==> src/rtl/ibex_fp_wb_ctrl.sv <==
// FP register file write-side controller: LSU/FPU write-port arbitration, pending scoreboard, RAW/WAW checks.
// Optional operand bypass from the write port is enabled by defining IBEX_FP_WB_BYPASS_EN.
module ibex_fp_wb_ctrl #(
  parameter int unsigned DataWidth = 32
) (
  input  logic                 clk_i,
  input  logic                 rst_ni,
  input  logic                 issue_valid_i,
  input  logic                 issue_wb_i,
  input  logic [4:0]           issue_rd_i,
  output logic                 issue_ready_o,
  input  logic [4:0]           raddr_a_i,
  input  logic [4:0]           raddr_b_i,
  input  logic [4:0]           raddr_c_i,
  input  logic                 ruse_a_i,
  input  logic                 ruse_b_i,
  input  logic                 ruse_c_i,
  output logic                 hazard_o,
  output logic                 fwd_a_o,
  output logic                 fwd_b_o,
  output logic                 fwd_c_o,
  input  logic                 fpu_valid_i,
  input  logic [4:0]           fpu_rd_i,
  input  logic [DataWidth-1:0] fpu_wdata_i,
  output logic                 fpu_ready_o,
  input  logic                 lsu_valid_i,
  input  logic [4:0]           lsu_rd_i,
  input  logic [DataWidth-1:0] lsu_wdata_i,
  output logic                 rf_we_o,
  output logic [4:0]           rf_waddr_o,
  output logic [DataWidth-1:0] rf_wdata_o,
  output logic [31:0]          pending_o
);

  logic [31:0] pending_q, pending_d;
  logic        accept;
  logic        issue_hs;
  logic        bypass_a, bypass_b, bypass_c;

  // Loads cannot be stalled, so the FPU only gets the port when no load is present.
  assign fpu_ready_o = ~lsu_valid_i;
  assign accept      = lsu_valid_i | (fpu_valid_i & fpu_ready_o);

  // WAW stall holds even while the pending write sits on the port this cycle.
  assign issue_ready_o = ~(issue_wb_i & pending_q[issue_rd_i]);
  assign issue_hs      = issue_valid_i & issue_ready_o & issue_wb_i;

  // NOTE: non-blocking assignments in clocked blocks so every flop samples pre-edge values.
  always_ff @(posedge clk_i or negedge rst_ni) begin
    if (!rst_ni) begin
      rf_we_o    <= 1'b0;
      rf_waddr_o <= '0;
      rf_wdata_o <= '0;
    end else begin
      rf_we_o <= accept;
      if (accept) begin
        rf_waddr_o <= lsu_valid_i ? lsu_rd_i    : fpu_rd_i;
        rf_wdata_o <= lsu_valid_i ? lsu_wdata_i : fpu_wdata_i;
      end
    end
  end

  // NOTE: default assignment first in always_comb so no path leaves pending_d unassigned (no latch).
  always_comb begin
    pending_d = pending_q;
    if (rf_we_o) pending_d[rf_waddr_o] = 1'b0;
    // Applied after the clear so a same-edge set wins.
    if (issue_hs) pending_d[issue_rd_i] = 1'b1;
  end

  always_ff @(posedge clk_i or negedge rst_ni) begin
    if (!rst_ni) pending_q <= '0;
    else         pending_q <= pending_d;
  end

  assign pending_o = pending_q;

`ifdef IBEX_FP_WB_BYPASS_EN
  assign bypass_a = rf_we_o & (rf_waddr_o == raddr_a_i) & ruse_a_i;
  assign bypass_b = rf_we_o & (rf_waddr_o == raddr_b_i) & ruse_b_i;
  assign bypass_c = rf_we_o & (rf_waddr_o == raddr_c_i) & ruse_c_i;
`else
  assign bypass_a = 1'b0;
  assign bypass_b = 1'b0;
  assign bypass_c = 1'b0;
`endif

  assign fwd_a_o = bypass_a;
  assign fwd_b_o = bypass_b;
  assign fwd_c_o = bypass_c;

  assign hazard_o = (ruse_a_i & pending_q[raddr_a_i] & ~bypass_a) |
                    (ruse_b_i & pending_q[raddr_b_i] & ~bypass_b) |
                    (ruse_c_i & pending_q[raddr_c_i] & ~bypass_c);

endmodule

==> config.mk <==
export PLATFORM = sky130hd
export DESIGN_NAME = ibex_fp_wb_ctrl
export DESIGN_NICKNAME = d
export VERILOG_FILES = /design/src/rtl/ibex_fp_wb_ctrl.sv
export SDC_FILE = /design/constraint.sdc
export NUM_CORES = 1
export LEC_CHECK = 0
export CAP_MARGIN = 0
export CORE_MARGIN = 2
export CORE_UTILIZATION = 30
export CTS_BUF_LIST = sky130_fd_sc_hd__clkbuf_4 sky130_fd_sc_hd__clkbuf_8
export DETAILED_ROUTE_END_ITERATION = 10
export SLEW_MARGIN = 0
export SYNTH_ARGS = -nofsm -noshare
export SYNTH_HDL_FRONTEND = slang
export SYNTH_SLANG_ARGS = --single-unit
export TNS_END_PERCENT = 30
==> constraint.sdc <==
create_clock -name clk_i -period 6 [get_ports clk_i]
set_clock_uncertainty 0.2 [all_clocks]
set_input_delay 1.2 -clock clk_i [delete_from_list [all_inputs] [get_ports clk_i]]
set_output_delay 1.2 -clock clk_i [all_outputs]
set_load 0.02 [all_outputs]
**Word level (Yosys, flattened, before mapping)**

Cells that the tools add are included.

- Div/mod/pow operators: 0
- Add/sub/neg operators: 0
- Bitwise gates (word level): 15
- Equality and inequality tests: 0
- Multiply operators: 0
- Multiplexer cells: 16
- Reduce and logical (&&, ||, !) cells: 2
- Shift operators: 0
- Order comparisons: 7

Operator list:

| operator | count |
|---|---|
| $mux W32 | 3 |
| $and A32 B32 Y32 | 1 |
| $not A32 Y32 | 1 |
| $or A32 B32 Y32 | 1 |
| $lt A5 B6 Y1 const B | 5 |
| $bmux W1 S5 | 4 |
| $demux W1 S5 | 2 |
| $ge A5 B1 Y1 const B | 2 |
| $and A1 B1 Y1 | 7 |
| $mux W1 | 6 |
| $mux W5 | 1 |
| $or A1 B1 Y1 | 3 |
| $logic_and A1 B1 Y1 | 2 |
| $not A1 Y1 | 2 |

- Bits in registers: 70
- Latch bits: 0
- Bits in read-only memories: 0
- Memories kept: 0
- Bits in writable memories: 0
- Logic and storage cells: 44
- Input bits: 103

**Depth between registers and ports, before layout**

Gate-level depths: netlist of the first run.

- Depth in word-level cells: 9
- Mapped depth: 6

**Worst setup path before layout of the first run**

OpenSTA, ideal clock, no wires.

- Path kind: input to output
- Start point: input port raddr_a_i[0]
- End point: output port hazard_o
- Stages on the path: 5
- Data arrival time: 2.951 ns
- Path slack: 1.649 ns
- Buffers on the path: 1
- Required time: 4.600 ns
- Cell sequence: clkbuf_1 -> mux4_2 -> mux4_2 -> o211ai_1 -> o211ai_1

- Word-level cells in the longest chain between the ends: 5

RTL lines:

| what | RTL line | text |
|---|---|---|
| start, declared | 12 | `input logic [4:0] raddr_a_i,` |
| $bmux W1 S5 | 92 | `assign hazard_o = (ruse_a_i & pending_q[raddr_a_i] & ~bypass_a) \|` |
| $mux W1 (not written as such) | 92 |  |
| $and A1 B1 Y1 | 92 |  |
| $or A1 B1 Y1 | 92 |  |
| $or A1 B1 Y1 | 93 | `(ruse_b_i & pending_q[raddr_b_i] & ~bypass_b) \|` |
| end, declared | 18 | `output logic hazard_o,` |

Every way passes these cells. The select of a mux whose other input is x is not followed.

**Worst setup path after layout of the first run**

- Start point: input port issue_rd_i[0]
- End point: output port issue_ready_o

- Word-level cells in the longest chain between the ends: 4

RTL lines:

| what | RTL line | text |
|---|---|---|
| start, declared | 10 | `input logic [4:0] issue_rd_i,` |
| $bmux W1 S5 | 45 | `assign issue_ready_o = ~(issue_wb_i & pending_q[issue_rd_i]);` |
| $mux W1 (not written as such) | 45 |  |
| $and A1 B1 Y1 | 45 |  |
| $not A1 Y1 | 45 |  |
| end, declared | 11 | `output logic issue_ready_o,` |

Every way passes these cells. The select of a mux whose other input is x is not followed.

==> run summary, run 1 <==
run status = finished clean
final setup violation count = 0
VDD IR max = 0.101 mV
Total Routing Usage GR = 0.195
critical path startpoint category = input pin
CTS tree = yes
commonest non-fill, non-tap cells in the layout = clkdlybuf4s50_1, o21ai_0, dfrtp_1
sequential-to-total area share from yosys stat = 0.431
minimum clock period = 5.38 ns
slowest stage delay, CP = 0.86 ns
vias in the first global route = 3840
unrepaired setup endpoints after global routing = false
Pwr per Cell Area = 323 nW/um^2
Crit. End Element = primary output
Mapped Area = 4070 um^2
fillers = 1273
period utilization = 0.897
pre-CTS setup slack = 0.596 ns
global-route wire length before repair = 21700 um
TritonCTS Sinks = 70
layout cells sized above 1 = 0.109
number of synthesized flops with an enable pin = 0
DRT Pass-1 Iters = 4
slowest CP cell = clkdlybuf4s50_1
n_diodes = 0
mean post-synth cell area = 10.9 um^2
Final nets = 638
port bufs = 175
clock-pin slew on the worst setup and hold paths = 0.07 ns
fin worst setup slack = 0.616 ns
Final Hold Fails = 0
Core Area = 13200 um^2
Post-CTS Setup Bufs = 0
Syn-to-layout area delta = 49.7%
HP Class = register to register
crit path buf inv count = 2
family with the most delay on the worst path = buffers and inverters
critical path peak fanout = 12
Critical Path AT = 3.98 ns
vias per cell = 5.33
largest net degree at the start of global routing = 77
Mapped Cells = 374
CTS resizes = 0
Final Max Slew Viols = 0
HPWL Detailed = 10200 um
Inserted Clock Buffers = 9
critical-path cell list = clkdlybuf4s50_1 > mux4_2 > a221oi_1 > nor2_1 > o21ai_0 > clkdlybuf4s50_1
Synth cell types = 29
Routed WL per cell = 19.6 um
Die W = 120 um
DR DRC count = 0
# rows = 42
remaining global-route overflow = 0
commonest non-fill, non-tap cell in the layout = clkdlybuf4s50_1
Initial Util = 0.307
FFs w/ async S/R, synth = 1.00
worst-margin pin slew = 1.12 ns
H-tree depth = 3
initial antenna violation count = 0
placer congestion estimate = 0.845
final setup TNS = 0 ns
Die Span Y = 120 um
ys flop type = dfrtp_1
Critical Path Most Common Cell = clkdlybuf4s50_1
max cap viols = 0
worst skew pair latency = 0.34 ns
worst rel slew slack = 0.254
CP Data Required Time = 4.60 ns
hold buffer count at cts = 0
fmax = 0.186 GHz
Routed WL = 14000 um
Clock Path Buffers = 2
Yosys Warn Count = 0
IO Count = 179
WS Path Type = input pin to primary output
Routed Antenna Nets = 0
detailed router's first-iteration violation count = 252
via count = 3817
die area = 14500 um^2
flops & latches, synth = 70
CTS Root Buffer Type = clkbuf_8
leak pwr = 2.40 nW
per-stage QoR:
step	hold slack (ns)	power, mW	utilization	instances	instance area, um^2
5_1_grt	0.425	2.06	0.460	716	6090
3_5_place_dp	0.361	1.63	0.447	700	5920
2_1_floorplan	0.471	1.16	-	376	4080
6_report	0.375	1.97	0.460	716	6090
3_3_place_gp	0.352	1.62	0.447	700	5920
4_1_cts	0.381	1.97	0.460	716	6090
routing by layer:
| layer | routed length [um] | part of all wire | global-route usage | vias to the layer above |
|---|---|---|---|---|
| met5 | 0 | 0 | 0 | - |
| met4 | 224 | 0.016 | 0.0632 | 0 |
| met3 | 1820 | 0.13 | 0.0656 | 23 |
| met2 | 6350 | 0.45 | 0.310 | 250 |
| met1 | 5650 | 0.40 | 0.250 | 1821 |
| li1 | - | - | - | 1723 |
state kept, by name, summed over array words and instances (netlist names):
name	count
pending_o	32
rf_wdata_o	32
rf_we_o	1
rf_waddr_o	5
where the power goes:
part           switching, mW  internal (mW)  total [mW]
sequential             0.230          0.581       0.810
clock                  0.170          0.162       0.333
combinational          0.353          0.470       0.823
total                  0.753           1.21        1.97
worst register-to-register path, delay by kind of cell (launching register included):
kind,cells,cell delay (ns)
simple gates,1,0.19
flops,1,0.49
compound gates,2,0.64
mux,1,0.50
cell type report:
class                   count  area, um^2  area share
multi-input cells         274        2180       0.359
flip-flops and latches     70        1750       0.288
repair buffers            176        1750       0.287
well taps                 176         220      0.0362
clock buffers              11         145      0.0238
clock inverters             5        25.0     0.00411
inverters                   4        15.0     0.00247
kinds of logic after synthesis:
| family | count (synthesis) | synth area share |
|---|---|---|
| compound gates | 114 | 0.147 |
| simple gates | 82 | 0.0944 |
| mux | 75 | 0.293 |
| flops | 70 | 0.431 |
| buf+inv | 32 | 0.0341 |
| other cells | 1 | 0.000922 |
final timing paths:
kind / cells after the start / endpoint / startpoint / slack, ns
worst max register to register: 4 / pending_o[17]$_DFF_PN0_ / pending_o[18]$_DFF_PN0_ / 3.90
worst min-delay path: 2 / rf_wdata_o[8]$_DFFE_PN0P_ / rf_wdata_o[8]$_DFFE_PN0P_ / 0.37
worst max-delay path: 6 / issue_ready_o / issue_rd_i[0] / 0.62
worst min register to register: 2 / rf_wdata_o[8]$_DFFE_PN0P_ / rf_wdata_o[8]$_DFFE_PN0P_ / 0.37
min in group asynchronous: 1 / rf_wdata_o[11]$_DFFE_PN0P_ / rst_ni / 0.76
max in group asynchronous: 1 / pending_o[1]$_DFF_PN0_ / rst_ni / 4.24
synthesized netlist by cell type (2+ instances only):
library cell    n  area, um^2
mux4_2         35         788
or3b_2          2        17.5
nor2_1          9        33.8
nor2b_1         4        25.0
o21ai_0       103         515
buf_2           6        30.0
inv_1           4        15.0
a221oi_1        2        17.5
o211ai_1        2        15.0
buf_1           5        18.8
or3_1           4        25.0
a22oi_1         4        30.0
dfrtp_1        70        1750
or4_1           3        22.5
mux2i_1        39         390
nand3_1         3        15.0
clkbuf_1       14        52.6
buf_4           3        22.5
nand3b_1        5        37.5
nand2_1        48         180
Note: power is estimated with default switching activity, not from simulation.
==> run 2: changes to the inputs <==
Settings changed: PLACE_DENSITY set to 0.58.
==> run summary, run 2 (same netlist as run 1, synthesis figures left out) <==
CTS Root Buffer Type = clkbuf_8
max cap viols = 0
Reg area = 1750 um^2
CTS tree = yes
VDD IR max = 0.103 mV
Routed WL = 14200 um
met1 WL = 5760 um
Critical Path Most Common Cell = clkdlybuf4s50_1
final setup TNS = 0 ns
slowest stage delay, CP = 0.87 ns
DRT Pass-1 Iters = 4
clock-pin slew on the worst setup and hold paths = 0.07 ns
Worst setup endpoint = issue_ready_o
Routed WL per cell = 19.9 um
placer congestion estimate = 0.878
Final Max Slew Viols = 0
remaining global-route overflow = 0
Reg-to-Reg End = pending_o[6]$_DFF_PN0_
Post-CTS Setup Bufs = 0
run status = finished clean
minimum clock period = 5.43 ns
CP Data Required Time = 4.60 ns
Crit. End Element = primary output
# rows = 42
worst rel slew slack = 0.253
fin worst setup slack = 0.567 ns
hold buffer count at cts = 0
Inserted Clock Buffers = 9
commonest non-fill, non-tap cell in the layout = clkdlybuf4s50_1
DR DRC count = 0
highest routed layer = met4
Core Area = 13200 um^2
worst skew pair latency = 0.34 ns
Routed met2 length = 6260 um
vias per cell = 5.38
largest net degree at the start of global routing = 77
Clock Path Buffers = 2
unrepaired setup endpoints after global routing = false
pre-CTS setup slack = 0.563 ns
WS Path Type = input pin to primary output
Critical Path AT = 4.03 ns
Initial Util = 0.307
global-route wire length before repair = 22000 um
TritonCTS Sinks = 70
critical-path cell list = clkdlybuf4s50_1 > mux4_2 > a221oi_1 > nor2_1 > o21ai_0 > clkdlybuf4s50_1
port bufs = 175
final setup violation count = 0
Final Hold Fails = 0
HPWL Detailed = 10500 um
Pwr per Cell Area = 326 nW/um^2
Final nets = 639
detailed router's first-iteration violation count = 299
n_diodes = 0
worst-margin pin slew = 1.12 ns
HP Class = register to register
Register-to-Register Path Depth = 4
slowest CP cell = clkdlybuf4s50_1
leak pwr = 2.41 nW
die area = 14500 um^2
initial antenna violation count = 0
worst r2r src = pending_o[19]$_DFF_PN0_
critical path startpoint category = input pin
Syn-to-layout area delta = 50.4%
fillers = 1282
Die Span Y = 120 um
beginning of the critical path = issue_rd_i[0]
Total Routing Usage GR = 0.199
commonest non-fill, non-tap cells in the layout = clkdlybuf4s50_1, o21ai_0, dfrtp_1
Die W = 120 um
reg2reg setup slack = 3.88 ns
critical path peak fanout = 12
metal3 WL = 1870 um
IO Count = 179
fmax = 0.184 GHz
via count = 3852
vias in the first global route = 3968
Routed Antenna Nets = 0
H-tree depth = 3
layout cells sized above 1 = 0.109
CTS resizes = 0
area of the multi-input gates = 2180 um^2
period utilization = 0.905
## run 2: cell types whose count changed in the layout (fill, tap and decap cells not counted)
| cell | before | now |
|---|---|---|
| clkbuf_8 | 10 | 13 |
| clkbuf_4 | 1 | 2 |
| buf_2 | 2 | 3 |
| clkinv_2 | 5 | 0 |
## run 2: cell type report
type | instances | area share
multi-input combinational | 274 | 0.357
sequential | 70 | 0.286
timing repair buffer | 177 | 0.286
tap | 176 | 0.0360
clock buffer | 15 | 0.0317
inverter | 4 | 0.00245
## run 2: metrics by stage
stage          instance area, um^2   util  hold slack [ns]  std cells  total power [mW]
4_1_cts                       6120  0.462            0.375        716              2.01
5_1_grt                       6120  0.462            0.412        716              2.10
2_1_floorplan                 4080      -            0.471        376              1.16
3_3_place_gp                  5920  0.447            0.346        701              1.63
6_report                      6120  0.462            0.367        716              2.00
3_5_place_dp                  5920  0.447            0.360        701              1.63
## run 2: how the worst min path moves through the flow
stage	depth (start not counted)	start	end
final	2	rf_wdata_o[16]$_DFFE_PN0P_	rf_wdata_o[16]$_DFFE_PN0P_
after floorplan	2	rf_wdata_o[24]$_DFFE_PN0P_	rf_wdata_o[24]$_DFFE_PN0P_
after detailed placement	2	rf_wdata_o[18]$_DFFE_PN0P_	rf_wdata_o[18]$_DFFE_PN0P_
after global placement	2	rf_wdata_o[23]$_DFFE_PN0P_	rf_wdata_o[23]$_DFFE_PN0P_
after CTS	2	rf_wdata_o[16]$_DFFE_PN0P_	rf_wdata_o[16]$_DFFE_PN0P_
after global routing	2	rf_wdata_o[4]$_DFFE_PN0P_	rf_wdata_o[4]$_DFFE_PN0P_
## run 2: report_power, final
part | internal, mW | switching [mW] | total, mW
clock network | 0.203 | 0.164 | 0.367
registers | 0.581 | 0.224 | 0.805
logic | 0.470 | 0.355 | 0.825
## run 2: critical path, delay by kind of cell
kind,cells,cell delay (ns)
multiplexers,1,0.59
buffers and inverters,2,1.53
AO/OA/AOI/OAI,2,0.61
AND/OR/NAND/NOR,1,0.10
## run 2: layer usage
layer | vias to the layer above | GRT usage
met3 | 28 | 0.0769
met5 | - | 0
met4 | 0 | 0.0799
met2 | 283 | 0.302
met1 | 1823 | 0.257
li1 | 1718 | -
==> run 3: changes to the inputs <==
Settings changed: CORE_MARGIN 2 to 3.
==> run summary, run 3 (same netlist as run 1, synthesis figures left out) <==
run status = finished clean
slowest CP cell = clkdlybuf4s50_1
Routed WL = 14700 um
Post-CTS Setup Bufs = 0
Die W = 122 um
remaining global-route overflow = 0
leak pwr = 2.41 nW
worst r2r src = pending_o[15]$_DFF_PN0_
CTS Root Buffer Type = clkbuf_8
final setup violation count = 0
Initial Util = 0.315
hold buffer count at cts = 0
worst-margin pin slew = 1.13 ns
Pwr per Cell Area = 332 nW/um^2
period utilization = 0.909
Reg-to-Reg End = pending_o[13]$_DFF_PN0_
Die Span Y = 122 um
Sw Share = 0.377
TritonCTS Sinks = 70
fmax = 0.183 GHz
HPWL Detailed = 10900 um
Worst setup endpoint = issue_ready_o
final setup TNS = 0 ns
IO Count = 179
critical path peak fanout = 12
placer congestion estimate = 0.900
slowest stage delay, CP = 0.90 ns
HP Class = register to register
Core Area = 12900 um^2
DRT Pass-1 Iters = 7
initial antenna violation count = 0
layout cells sized above 1 = 0.109
Syn-to-layout area delta = 50.5%
port bufs = 175
WS Path Type = input pin to primary output
critical path startpoint category = input pin
# rows = 41
unrepaired setup endpoints after global routing = false
Critical Path AT = 4.05 ns
Crit. End Element = primary output
Final nets = 638
minimum clock period = 5.45 ns
Routed WL per cell = 20.7 um
commonest non-fill, non-tap cells in the layout = clkdlybuf4s50_1, o21ai_0, dfrtp_1
global-route wire length before repair = 22600 um
Routed Antenna Nets = 0
Flop pwr share = 0.398
largest net degree at the start of global routing = 76
Final Max Slew Viols = 0
Inserted Clock Buffers = 9
CTS tree = yes
Register-to-Register Path Depth = 4
detailed router's first-iteration violation count = 436
vias in the first global route = 4115
fin worst setup slack = 0.548 ns
clock-pin slew on the worst setup and hold paths = 0.08 ns
max cap viols = 0
worst rel slew slack = 0.245
Clock Path Buffers = 2
vias per cell = 5.46
n_diodes = 0
Total Routing Usage GR = 0.197
Clock power frac = 0.194
pre-CTS setup slack = 0.567 ns
beginning of the critical path = issue_rd_i[0]
Critical Path Most Common Cell = clkdlybuf4s50_1
critical-path cell list = clkdlybuf4s50_1 > mux4_2 > a221oi_1 > nor2_1 > o21ai_0 > clkdlybuf4s50_1
worst skew pair latency = 0.34 ns
Logic pwr share = 0.408
CP Data Required Time = 4.60 ns
H-tree depth = 3
DR DRC count = 0
reg2reg setup slack = 3.83 ns
CTS resizes = 0
commonest non-fill, non-tap cell in the layout = clkdlybuf4s50_1
via count = 3888
Final Hold Fails = 0
Cell Int Power = 1.27 mW
VDD IR max = 0.138 mV
die area = 15000 um^2
Sw Pwr = 765 uW
[run 3: cell count changes in the layout (fill, tap and decap cells not counted)]
cell        before  now
clkbuf_8        13   11
inv_6            0    1
buf_2            3    2
clkbuf_4         2    0
clkinv_2         0    2
bufinv_16        0    1
clkinvlp_4       0    1
[run 3: worst max-delay path, delay by kind of cell]
kind	cells	cell delay, ns
AO/OA/AOI/OAI	2	0.60
buffers and inverters	2	1.56
multiplexers	1	0.58
AND/OR/NAND/NOR	1	0.10
[run 3: routing by layer]
layer	vias to the layer above	part of all wire	GRT usage	wire, um
met5	-	0	0	0
met2	301	0.44	0.304	6500
met1	1828	0.38	0.245	5610
met4	0	0.025	0.0798	365
met3	36	0.15	0.0802	2240
li1	1723	-	-	-
[run 3: area by class of cell]
type                       instances  area, um^2
clock buffer                      11         151
clock inverter                     5        56.3
fill                            1260        6810
inverter                           4        15.0
multi-input combinational        274        2180
sequential                        70        1750
tap                              172         215
timing repair buffer             176        1750
[run 3: how the worst min path moves through the flow]
stage,start,to,slack (ns),depth (start not counted)
after global routing,rf_wdata_o[24]$_DFFE_PN0P_,rf_wdata_o[24]$_DFFE_PN0P_,0.42,2
final,rf_wdata_o[24]$_DFFE_PN0P_,rf_wdata_o[24]$_DFFE_PN0P_,0.38,2
after global placement,rf_wdata_o[23]$_DFFE_PN0P_,rf_wdata_o[23]$_DFFE_PN0P_,0.35,2
after floorplan,rf_wdata_o[24]$_DFFE_PN0P_,rf_wdata_o[24]$_DFFE_PN0P_,0.47,2
after CTS,rf_wdata_o[24]$_DFFE_PN0P_,rf_wdata_o[24]$_DFFE_PN0P_,0.39,2
after detailed placement,rf_wdata_o[27]$_DFFE_PN0P_,rf_wdata_o[27]$_DFFE_PN0P_,0.37,2
[run 3: power by group through the flow]
stage | registers (mW) | logic (mW) | clock network (mW)
2_1_floorplan | 0.830 | 0.330 | 0
3_3_place_gp | 0.809 | 0.816 | 0
3_5_place_dp | 0.809 | 0.833 | 0
4_1_cts | 0.800 | 0.835 | 0.406
5_1_grt | 0.818 | 0.892 | 0.427
6_report | 0.807 | 0.829 | 0.394
[run 3: through the flow]
step / cells / power [mW] / cell area, um^2 / hold slack [ns] / util
finish: 712 / 2.03 / 6120 / 0.380 / 0.473
detailed placement: 696 / 1.64 / 5910 / 0.367 / 0.457
global route: 712 / 2.14 / 6120 / 0.416 / 0.473
global placement: 696 / 1.63 / 5910 / 0.350 / 0.457
CTS: 712 / 2.04 / 6120 / 0.386 / 0.473
floorplan: 376 / 1.16 / 4080 / 0.471 / -
